===== config.mk =====
export PLATFORM = sky130hd
export DESIGN_NAME = tx_packet_arbiter_flat
export DESIGN_NICKNAME = d
export VERILOG_FILES = /design/src/rtl/tx_packet_arbiter_if.sv /design/src/rtl/tx_packet_arbiter.sv /design/src/flat_wrapper.sv
export SDC_FILE = /design/constraint.sdc
export NUM_CORES = 1
export LEC_CHECK = 0
export ABC_AREA = 1
export CORE_MARGIN = 2
export CORE_UTILIZATION = 45
export CTS_BUF_LIST = sky130_fd_sc_hd__clkbuf_8 sky130_fd_sc_hd__clkbuf_16
export CTS_CLUSTER_SIZE = 24
export DETAILED_ROUTE_END_ITERATION = 12
export PLACE_DENSITY = 0.6
export SLEW_MARGIN = 20
export SYNTH_ARGS = -nofsm -noshare
export SYNTH_HDL_FRONTEND = slang
export SYNTH_SLANG_ARGS = --single-unit

===== constraint.sdc =====
create_clock -name clk -period 2.9 [get_ports clk]
set_clock_uncertainty 0.05 [all_clocks]
set_input_delay 0.58 -clock clk [delete_from_list [all_inputs] [get_ports clk]]
set_output_delay 0.58 -clock clk [all_outputs]
set_load 0.005 [all_outputs]

===== src/rtl/tx_packet_arbiter_if.sv =====
// Bus bundle for tx_packet_arbiter: pixel byte stream in, housekeeping word
// request in, tx FIFO write side out, plus the busy status.
//   slave  : the arbiter (consumes px/hk requests, drives the FIFO write port)
//   master : whoever sources pixels / housekeeping and sinks FIFO writes
interface tx_packet_arbiter_if;
  logic        px_valid;
  logic [7:0]  px_data;
  logic        px_last;
  logic        px_ready;
  logic        hk_req;
  logic [31:0] hk_data;
  logic        hk_ack;
  logic        tx_fifo_wfull;
  logic        tx_fifo_winc;
  logic [7:0]  tx_fifo_wdata;
  logic        busy;

  modport master (
    output px_valid, px_data, px_last, hk_req, hk_data, tx_fifo_wfull,
    input  px_ready, hk_ack, tx_fifo_winc, tx_fifo_wdata, busy
  );

  modport slave (
    input  px_valid, px_data, px_last, hk_req, hk_data, tx_fifo_wfull,
    output px_ready, hk_ack, tx_fifo_winc, tx_fifo_wdata, busy
  );
endinterface


===== src/rtl/tx_packet_arbiter.sv =====
// tx_packet_arbiter
// Shares the tx FIFO write port between the CCD pixel byte stream and
// housekeeping words. Every transfer is framed as a packet:
//   pixel : HDR_PX, len, seq, payload[0..len-1]
//   hk    : HDR_HK, seq, word[7:0], [15:8], [23:16], [31:24]
// Pixels are staged in a PX_BURST-byte buffer so capture keeps running while
// a housekeeping packet is emitted.
// Ports:
//   clk, rst : clock, synchronous active-high reset
//   bus      : tx_packet_arbiter_if.slave (px_valid/px_data/px_last/px_ready,
//              hk_req/hk_data/hk_ack, tx_fifo_wfull/tx_fifo_winc/
//              tx_fifo_wdata, busy)
module tx_packet_arbiter #(
  parameter int unsigned PX_BURST = 16,
  parameter logic [7:0]  HDR_PX   = 8'hA5,
  parameter logic [7:0]  HDR_HK   = 8'h5A
) (
  input  logic               clk,
  input  logic               rst,
  tx_packet_arbiter_if.slave bus
);
  localparam int unsigned IDX_W     = (PX_BURST > 1) ? $clog2(PX_BURST) : 1;
  localparam logic [7:0]  BURST_LEN = 8'(PX_BURST);

  typedef enum logic [2:0] {
    IDLE, HK_HDR, HK_SEQ, HK_DATA, PX_HDR, PX_LEN, PX_SEQ, PX_DATA
  } state_e;

  state_e      state_q, state_d;
  logic [7:0]  idx_q, idx_d;          // payload byte index in HK_DATA / PX_DATA
  logic [7:0]  seq_q, seq_d;
  logic        last_hk_q, last_hk_d;  // 1: most recent grant went to hk
  logic        hk_ack_q, hk_ack_d;
  logic [7:0]  count_q, count_d;
  logic        complete_q, complete_d;
  logic        winc_q, winc_d;
  logic [7:0]  wdata_q, wdata_d;
  logic [31:0] hk_word_q, hk_word_d;
  logic [7:0]  px_buf_q [PX_BURST];
  logic [7:0]  px_buf_d [PX_BURST];

  logic       in_px;
  logic       px_ready;
  logic       px_fire;
  logic       slot;
  logic       grant_hk;
  logic       grant_px;
  logic [7:0] emit_byte;

  assign in_px    = (state_q == PX_HDR) || (state_q == PX_LEN) ||
                    (state_q == PX_SEQ) || (state_q == PX_DATA);
  assign px_ready = !rst && !complete_q && !in_px;
  assign px_fire  = bus.px_valid && px_ready;
  // One write at most every other cycle: never decide a write while the
  // previous strobe is still on the bus.
  assign slot     = !bus.tx_fifo_wfull && !winc_q;
  // Round robin on a tie: the side that did not win last time goes first.
  assign grant_hk = bus.hk_req && (!complete_q || !last_hk_q);
  assign grant_px = complete_q && !grant_hk;

  // State register (control state is reset, staged data is not)
  always_ff @(posedge clk) begin
    if (rst) begin
      state_q    <= IDLE;
      idx_q      <= 8'd0;
      seq_q      <= 8'd0;
      last_hk_q  <= 1'b0;
      hk_ack_q   <= 1'b0;
      count_q    <= 8'd0;
      complete_q <= 1'b0;
      winc_q     <= 1'b0;
      wdata_q    <= 8'd0;
    end else begin
      state_q    <= state_d;
      idx_q      <= idx_d;
      seq_q      <= seq_d;
      last_hk_q  <= last_hk_d;
      hk_ack_q   <= hk_ack_d;
      count_q    <= count_d;
      complete_q <= complete_d;
      winc_q     <= winc_d;
      wdata_q    <= wdata_d;
    end
  end

  always_ff @(posedge clk) begin
    hk_word_q <= hk_word_d;
    px_buf_q  <= px_buf_d;
  end

  // Next-state logic: pixel capture, arbitration, packet sequencing
  always_comb begin
    state_d    = state_q;
    idx_d      = idx_q;
    seq_d      = seq_q;
    last_hk_d  = last_hk_q;
    hk_word_d  = hk_word_q;
    count_d    = count_q;
    complete_d = complete_q;
    px_buf_d   = px_buf_q;

    // Capture never overlaps PX_* states (px_ready is low there), so it
    // cannot collide with the buffer release at the end of a pixel packet.
    if (px_fire) begin
      px_buf_d[count_q[IDX_W-1:0]] = bus.px_data;
      count_d = count_q + 8'd1;
      if ((count_d == BURST_LEN) || bus.px_last) complete_d = 1'b1;
    end

    case (state_q)
      IDLE: begin
        idx_d = 8'd0;
        if (grant_hk) begin
          state_d   = HK_HDR;
          last_hk_d = 1'b1;
          hk_word_d = bus.hk_data;
        end else if (grant_px) begin
          state_d   = PX_HDR;
          last_hk_d = 1'b0;
        end
      end
      HK_HDR:  if (slot) begin state_d = HK_SEQ; seq_d = seq_q + 8'd1; end
      HK_SEQ:  if (slot) state_d = HK_DATA;
      HK_DATA: if (slot) begin
        idx_d = idx_q + 8'd1;
        if (idx_q == 8'd3) state_d = IDLE;
      end
      PX_HDR:  if (slot) begin state_d = PX_LEN; seq_d = seq_q + 8'd1; end
      PX_LEN:  if (slot) state_d = PX_SEQ;
      PX_SEQ:  if (slot) state_d = PX_DATA;
      PX_DATA: if (slot) begin
        idx_d = idx_q + 8'd1;
        if (idx_q == count_q - 8'd1) begin
          state_d    = IDLE;
          count_d    = 8'd0;
          complete_d = 1'b0;
        end
      end
      default: state_d = IDLE;
    endcase
  end

  // Output logic: byte selection and registered write strobe / hk_ack
  always_comb begin
    emit_byte = 8'h00;
    case (state_q)
      HK_HDR:  emit_byte = HDR_HK;
      // seq already advanced on the header write; the packet carries the
      // value from before that increment.
      HK_SEQ:  emit_byte = seq_q - 8'd1;
      HK_DATA: emit_byte = hk_word_q[{idx_q[1:0], 3'b000} +: 8];
      PX_HDR:  emit_byte = HDR_PX;
      PX_LEN:  emit_byte = count_q;
      PX_SEQ:  emit_byte = seq_q - 8'd1;
      PX_DATA: emit_byte = px_buf_q[idx_q[IDX_W-1:0]];
      default: emit_byte = 8'h00;
    endcase

    winc_d   = slot && (state_q != IDLE);
    wdata_d  = winc_d ? emit_byte : wdata_q;
    hk_ack_d = (state_q == IDLE) && grant_hk;
  end

  assign bus.px_ready      = px_ready;
  assign bus.hk_ack        = hk_ack_q;
  assign bus.tx_fifo_winc  = winc_q;
  assign bus.tx_fifo_wdata = wdata_q;
  assign bus.busy          = (state_q != IDLE);
endmodule


===== src/flat_wrapper.sv =====
// flat-port wrapper written by rule: the top's interface ports become plain ports
module tx_packet_arbiter_flat 
#(
  parameter int unsigned PX_BURST = 16,
  parameter logic [7:0]  HDR_PX   = 8'hA5,
  parameter logic [7:0]  HDR_HK   = 8'h5A
)
  (clk, rst, bus_px_valid, bus_px_data, bus_px_last, bus_hk_req, bus_hk_data, bus_tx_fifo_wfull, bus_px_ready, bus_hk_ack, bus_tx_fifo_winc, bus_tx_fifo_wdata, bus_busy);
  tx_packet_arbiter_if bus_i ();
  input  logic clk;
  input  logic rst;
  input wire logic [$bits(bus_i.px_valid)-1:0] bus_px_valid;
  input wire logic [$bits(bus_i.px_data)-1:0] bus_px_data;
  input wire logic [$bits(bus_i.px_last)-1:0] bus_px_last;
  input wire logic [$bits(bus_i.hk_req)-1:0] bus_hk_req;
  input wire logic [$bits(bus_i.hk_data)-1:0] bus_hk_data;
  input wire logic [$bits(bus_i.tx_fifo_wfull)-1:0] bus_tx_fifo_wfull;
  output wire logic [$bits(bus_i.px_ready)-1:0] bus_px_ready;
  output wire logic [$bits(bus_i.hk_ack)-1:0] bus_hk_ack;
  output wire logic [$bits(bus_i.tx_fifo_winc)-1:0] bus_tx_fifo_winc;
  output wire logic [$bits(bus_i.tx_fifo_wdata)-1:0] bus_tx_fifo_wdata;
  output wire logic [$bits(bus_i.busy)-1:0] bus_busy;
  assign bus_i.px_valid = bus_px_valid;
  assign bus_i.px_data = bus_px_data;
  assign bus_i.px_last = bus_px_last;
  assign bus_i.hk_req = bus_hk_req;
  assign bus_i.hk_data = bus_hk_data;
  assign bus_i.tx_fifo_wfull = bus_tx_fifo_wfull;
  assign bus_px_ready = bus_i.px_ready;
  assign bus_hk_ack = bus_i.hk_ack;
  assign bus_tx_fifo_winc = bus_i.tx_fifo_winc;
  assign bus_tx_fifo_wdata = bus_i.tx_fifo_wdata;
  assign bus_busy = bus_i.busy;
  tx_packet_arbiter #(.PX_BURST(PX_BURST), .HDR_PX(HDR_PX), .HDR_HK(HDR_HK)) u_core (.clk(clk), .rst(rst), .bus(bus_i));
endmodule

==> results by group <==
Run status
  • Outcome: complete, no violations

Setup path
  • Buf/Inv on CP: 2
  • Crit-path cells: inv_1 -> nand2_2 -> clkdlybuf4s50_1
  • Critical path's top delay family: buffers and inverters
  • CP max-delay cell: dfxtp_1
  • Crit path largest cell delay: 0.63 ns
  • Worst Setup Start Kind: flop
  • Critical path peak fanout: 11
  • WP data required: 2.27 ns
  • Arrival @ worst endpoint: 1.97 ns
  • Endpoint type of the worst setup path: primary output
  • Worst setup path class: flop to primary output

Routing
  • Number of remaining DRC errors: 0
  • DRT Pass-1 Iters: 5
  • Antenna viol nets, final: 0
  • Post-DR vias/cell: 5.48
  • Initial DRC count: 619
  • Mean routed wirelength per cell: 18.7 um
  • Total wire length: 21,400 um
  • Vias: 6,273

Global route
  • GR Layer Usage met2: 0.368
  • Largest net degree at the start of global routing: 84
  • Congestion Overflow GR: 0
  • GR Util met3: 0.0436
  • Most Crowded Layer GR: met2
  • M1 GR Usage: 0.273
  • First-pass GRT wire length: 32,700 um
  • Vias in the first global route: 6,126
  • Initial antenna violation count: 0
  • Total GRT Usage: 0.214

STA
  • Setup tns final: 0 ns
  • Peak Freq: 385 MHz
  • Final Hold Fails: 0
  • Period utilization: 0.896
  • Post-route setup slack: 0.302 ns
  • Final setup fails: 0
  • Slew headroom: 0.500
  • Slew of the pin with the lowest slew margin: 0.748 ns
  • Min Tclk post-route: 2.60 ns
  • Max Slew Vio Count: 0
  • RSZ-0062 raised after global routing: false

Logic synthesis
  • Top_reg_cell synth: edfxtp_1
  • EDFF count, synth: 160
  • Warnings, synthesis: 0
  • Synth top area cells: edfxtp_1 (56%), dfxtp_1 (9.0%), o21ai_0 (6.4%)
  • Post-synth ARST share: 0
  • Yosys top cell by area: edfxtp_1
  • Share of the synthesized area in the top cell type: 0.555
  • Syn avg cell area: 10.4 um^2
  • Seq/Total Area, Yosys: 0.645
  • Distinct cell type count after synthesis: 37
  • Mapped cell area: 8650 um^2
  • Synth Register Bits: 199
  • Cells after Synth: 832
  • Syn_nets: 885

Placement
  • GPL Wtd Cong: 0.892
  • Final HPWL DP: 14,900 um
  • Worst slack, placed: 0.324 ns
  • Post-Place Cell Area: 9570 um^2
  • # port buffers: 57

Finish
  • Ant diodes: 0
  • Proportion of layout cells with a drive suffix above 1: 0.0923
  • Syn-to-layout area delta: 17.6%
  • Layout Nets: 950
  • Commonest cells after routing, fill and taps aside: edfxtp_1 (160), nor2_1 (144), nand2_1 (115)
  • Most common cell after layout, fill and taps aside: edfxtp_1
  • Finished Cell Area: 10,200 um^2
  • Final core utilization: 0.542

Worst hold path
  • Tightest Hold Check Type: flop to flop

Pwr
  • Internal: 5.57 mW
  • Worst VDD drop: 0.433 mV
  • Total net switching power: 3.15 mW
  • PwrDens: 857 nW/um^2
  • Sw Share: 0.361
  • Seq pwr share: 0.411
  • Leak: 3.61 nW
  • Comb pwr share: 0.315
  • Clock Power Share: 0.274

Floorplanning
  • IO Pins: 58
  • Die area: 20,400 um^2
  • Die width: 143 um
  • Height of the die: 143 um
  • Row Count: 50
  • Effective utilization at floorplan: 0.461
  • Core Area: 18,800 um^2

Job
  • Max Cap Viol: 0

Clock tree
  • Hold_buf cts: 0
  • Post-CTS Setup Inserts: 0
  • CTS root buf: clkbuf_16
  • CTS tree: built
  • Clk sinks: 199
  • Worst skew pair latency: 0.44 ns
  • Number of gates resized after CTS: 0
  • TritonCTS Buffers: 17
  • CTS HTree Levels: 4
  • CTS Buffer Depth: 2
  • Clock-pin slew on the worst setup and hold paths: 0.07 ns
## sequential cells by signal (all words and copies together), names as in the netlist, 3 cells and up
| register | count |
|---|---|
| u_core.seq_q | 8 |
| u_core.state_q | 3 |
| u_core.bus.tx_fifo_wdata | 8 |
| u_core.px_buf_q | 128 |
| u_core.hk_word_q | 32 |
| u_core.count_q | 8 |
| u_core.idx_q | 8 |
## cell type report
cell class	count	area, um^2
clock buffers	17	425
clock inverters	15	178
multi-input cells	545	2700
fillers	1595	8590
repair buffers	81	788
well taps	234	293
flip-flops and latches	199	5590
inverters	53	199
## power groups by stage
| stage | registers [mW] | logic [mW] | clock network (mW) |
|---|---|---|---|
| floorplan | 3.56 | 1.82 | 0 |
| global placement | 3.64 | 2.68 | 0 |
| detailed placement | 3.64 | 2.71 | 0 |
| CTS | 3.58 | 2.73 | 2.43 |
| global route | 3.61 | 3.02 | 2.54 |
| finish | 3.58 | 2.75 | 2.39 |
## through the flow
| step | hold WS (ns) | power [mW] | cells |
|---|---|---|---|
| after floorplan | 0.390 | 5.39 | 832 |
| after global placement | 0.405 | 6.32 | 1112 |
| after detailed placement | 0.415 | 6.36 | 1112 |
| after CTS | 0.428 | 8.73 | 1144 |
| after global routing | 0.446 | 9.17 | 1144 |
| final | 0.424 | 8.72 | 1144 |
## path summary, 6_finish.rpt
check / cells past startpoint / start / slack, ns / to
min: 2 / u_core.last_hk_q / 0.42 / u_core.last_hk_q
min reg2reg: 2 / u_core.last_hk_q / 0.42 / u_core.last_hk_q
max reg2reg: 7 / u_core.idx_q[1] / 0.72 / u_core.bus.tx_fifo_wdata[3]
max: 3 / u_core.state_q[2] / 0.30 / bus_busy
## cell usage after synthesis (all sizes together) (3+ instances only)
library cell and count:
a211oi 4, a21oi 38, a22o 4, a31oi 3, buf 16, clkbuf 19
dfxtp 39, edfxtp 160, ha 7, inv 51, nand2 121, nand3 26
nand4 11, nor2 153, nor3 12, nor4 6, o21ai 113, o22ai 32
xor2 7
## cell families (layout without fill, tap and decap cells)
logic type / Yosys count / count (layout) / share of synthesized area
AO/OA/AOI/OAI: 196 / 196 / 0.124
adder cells (fa/ha/maj): 7 / 7 / 0.0101
flip-flops: 199 / 199 / 0.645
AND/OR/NAND/NOR: 333 / 333 / 0.168
buffers and inverters: 88 / 166 / 0.0429
XOR/XNOR: 9 / 9 / 0.00911
## routing by layer
metal | vias to the layer above | share of wire | wire length (um)
met5 | - | 0 | 0
met4 | 0 | 0.017 | 354
met3 | 26 | 0.062 | 1340
met2 | 205 | 0.50 | 10600
met1 | 2989 | 0.42 | 9060
li1 | 3053 | - | -
## worst register-to-register path, delay by kind of cell (launching register included)
kind | cells | cell delay, ns
buffers and inverters | 1 | 0.26
AOI/OAI and AO/OA | 5 | 1.01
DFF | 1 | 0.65
and+or+nand+nor | 1 | 0.09
No activity file was read; power rests on OpenSTA's default activity.
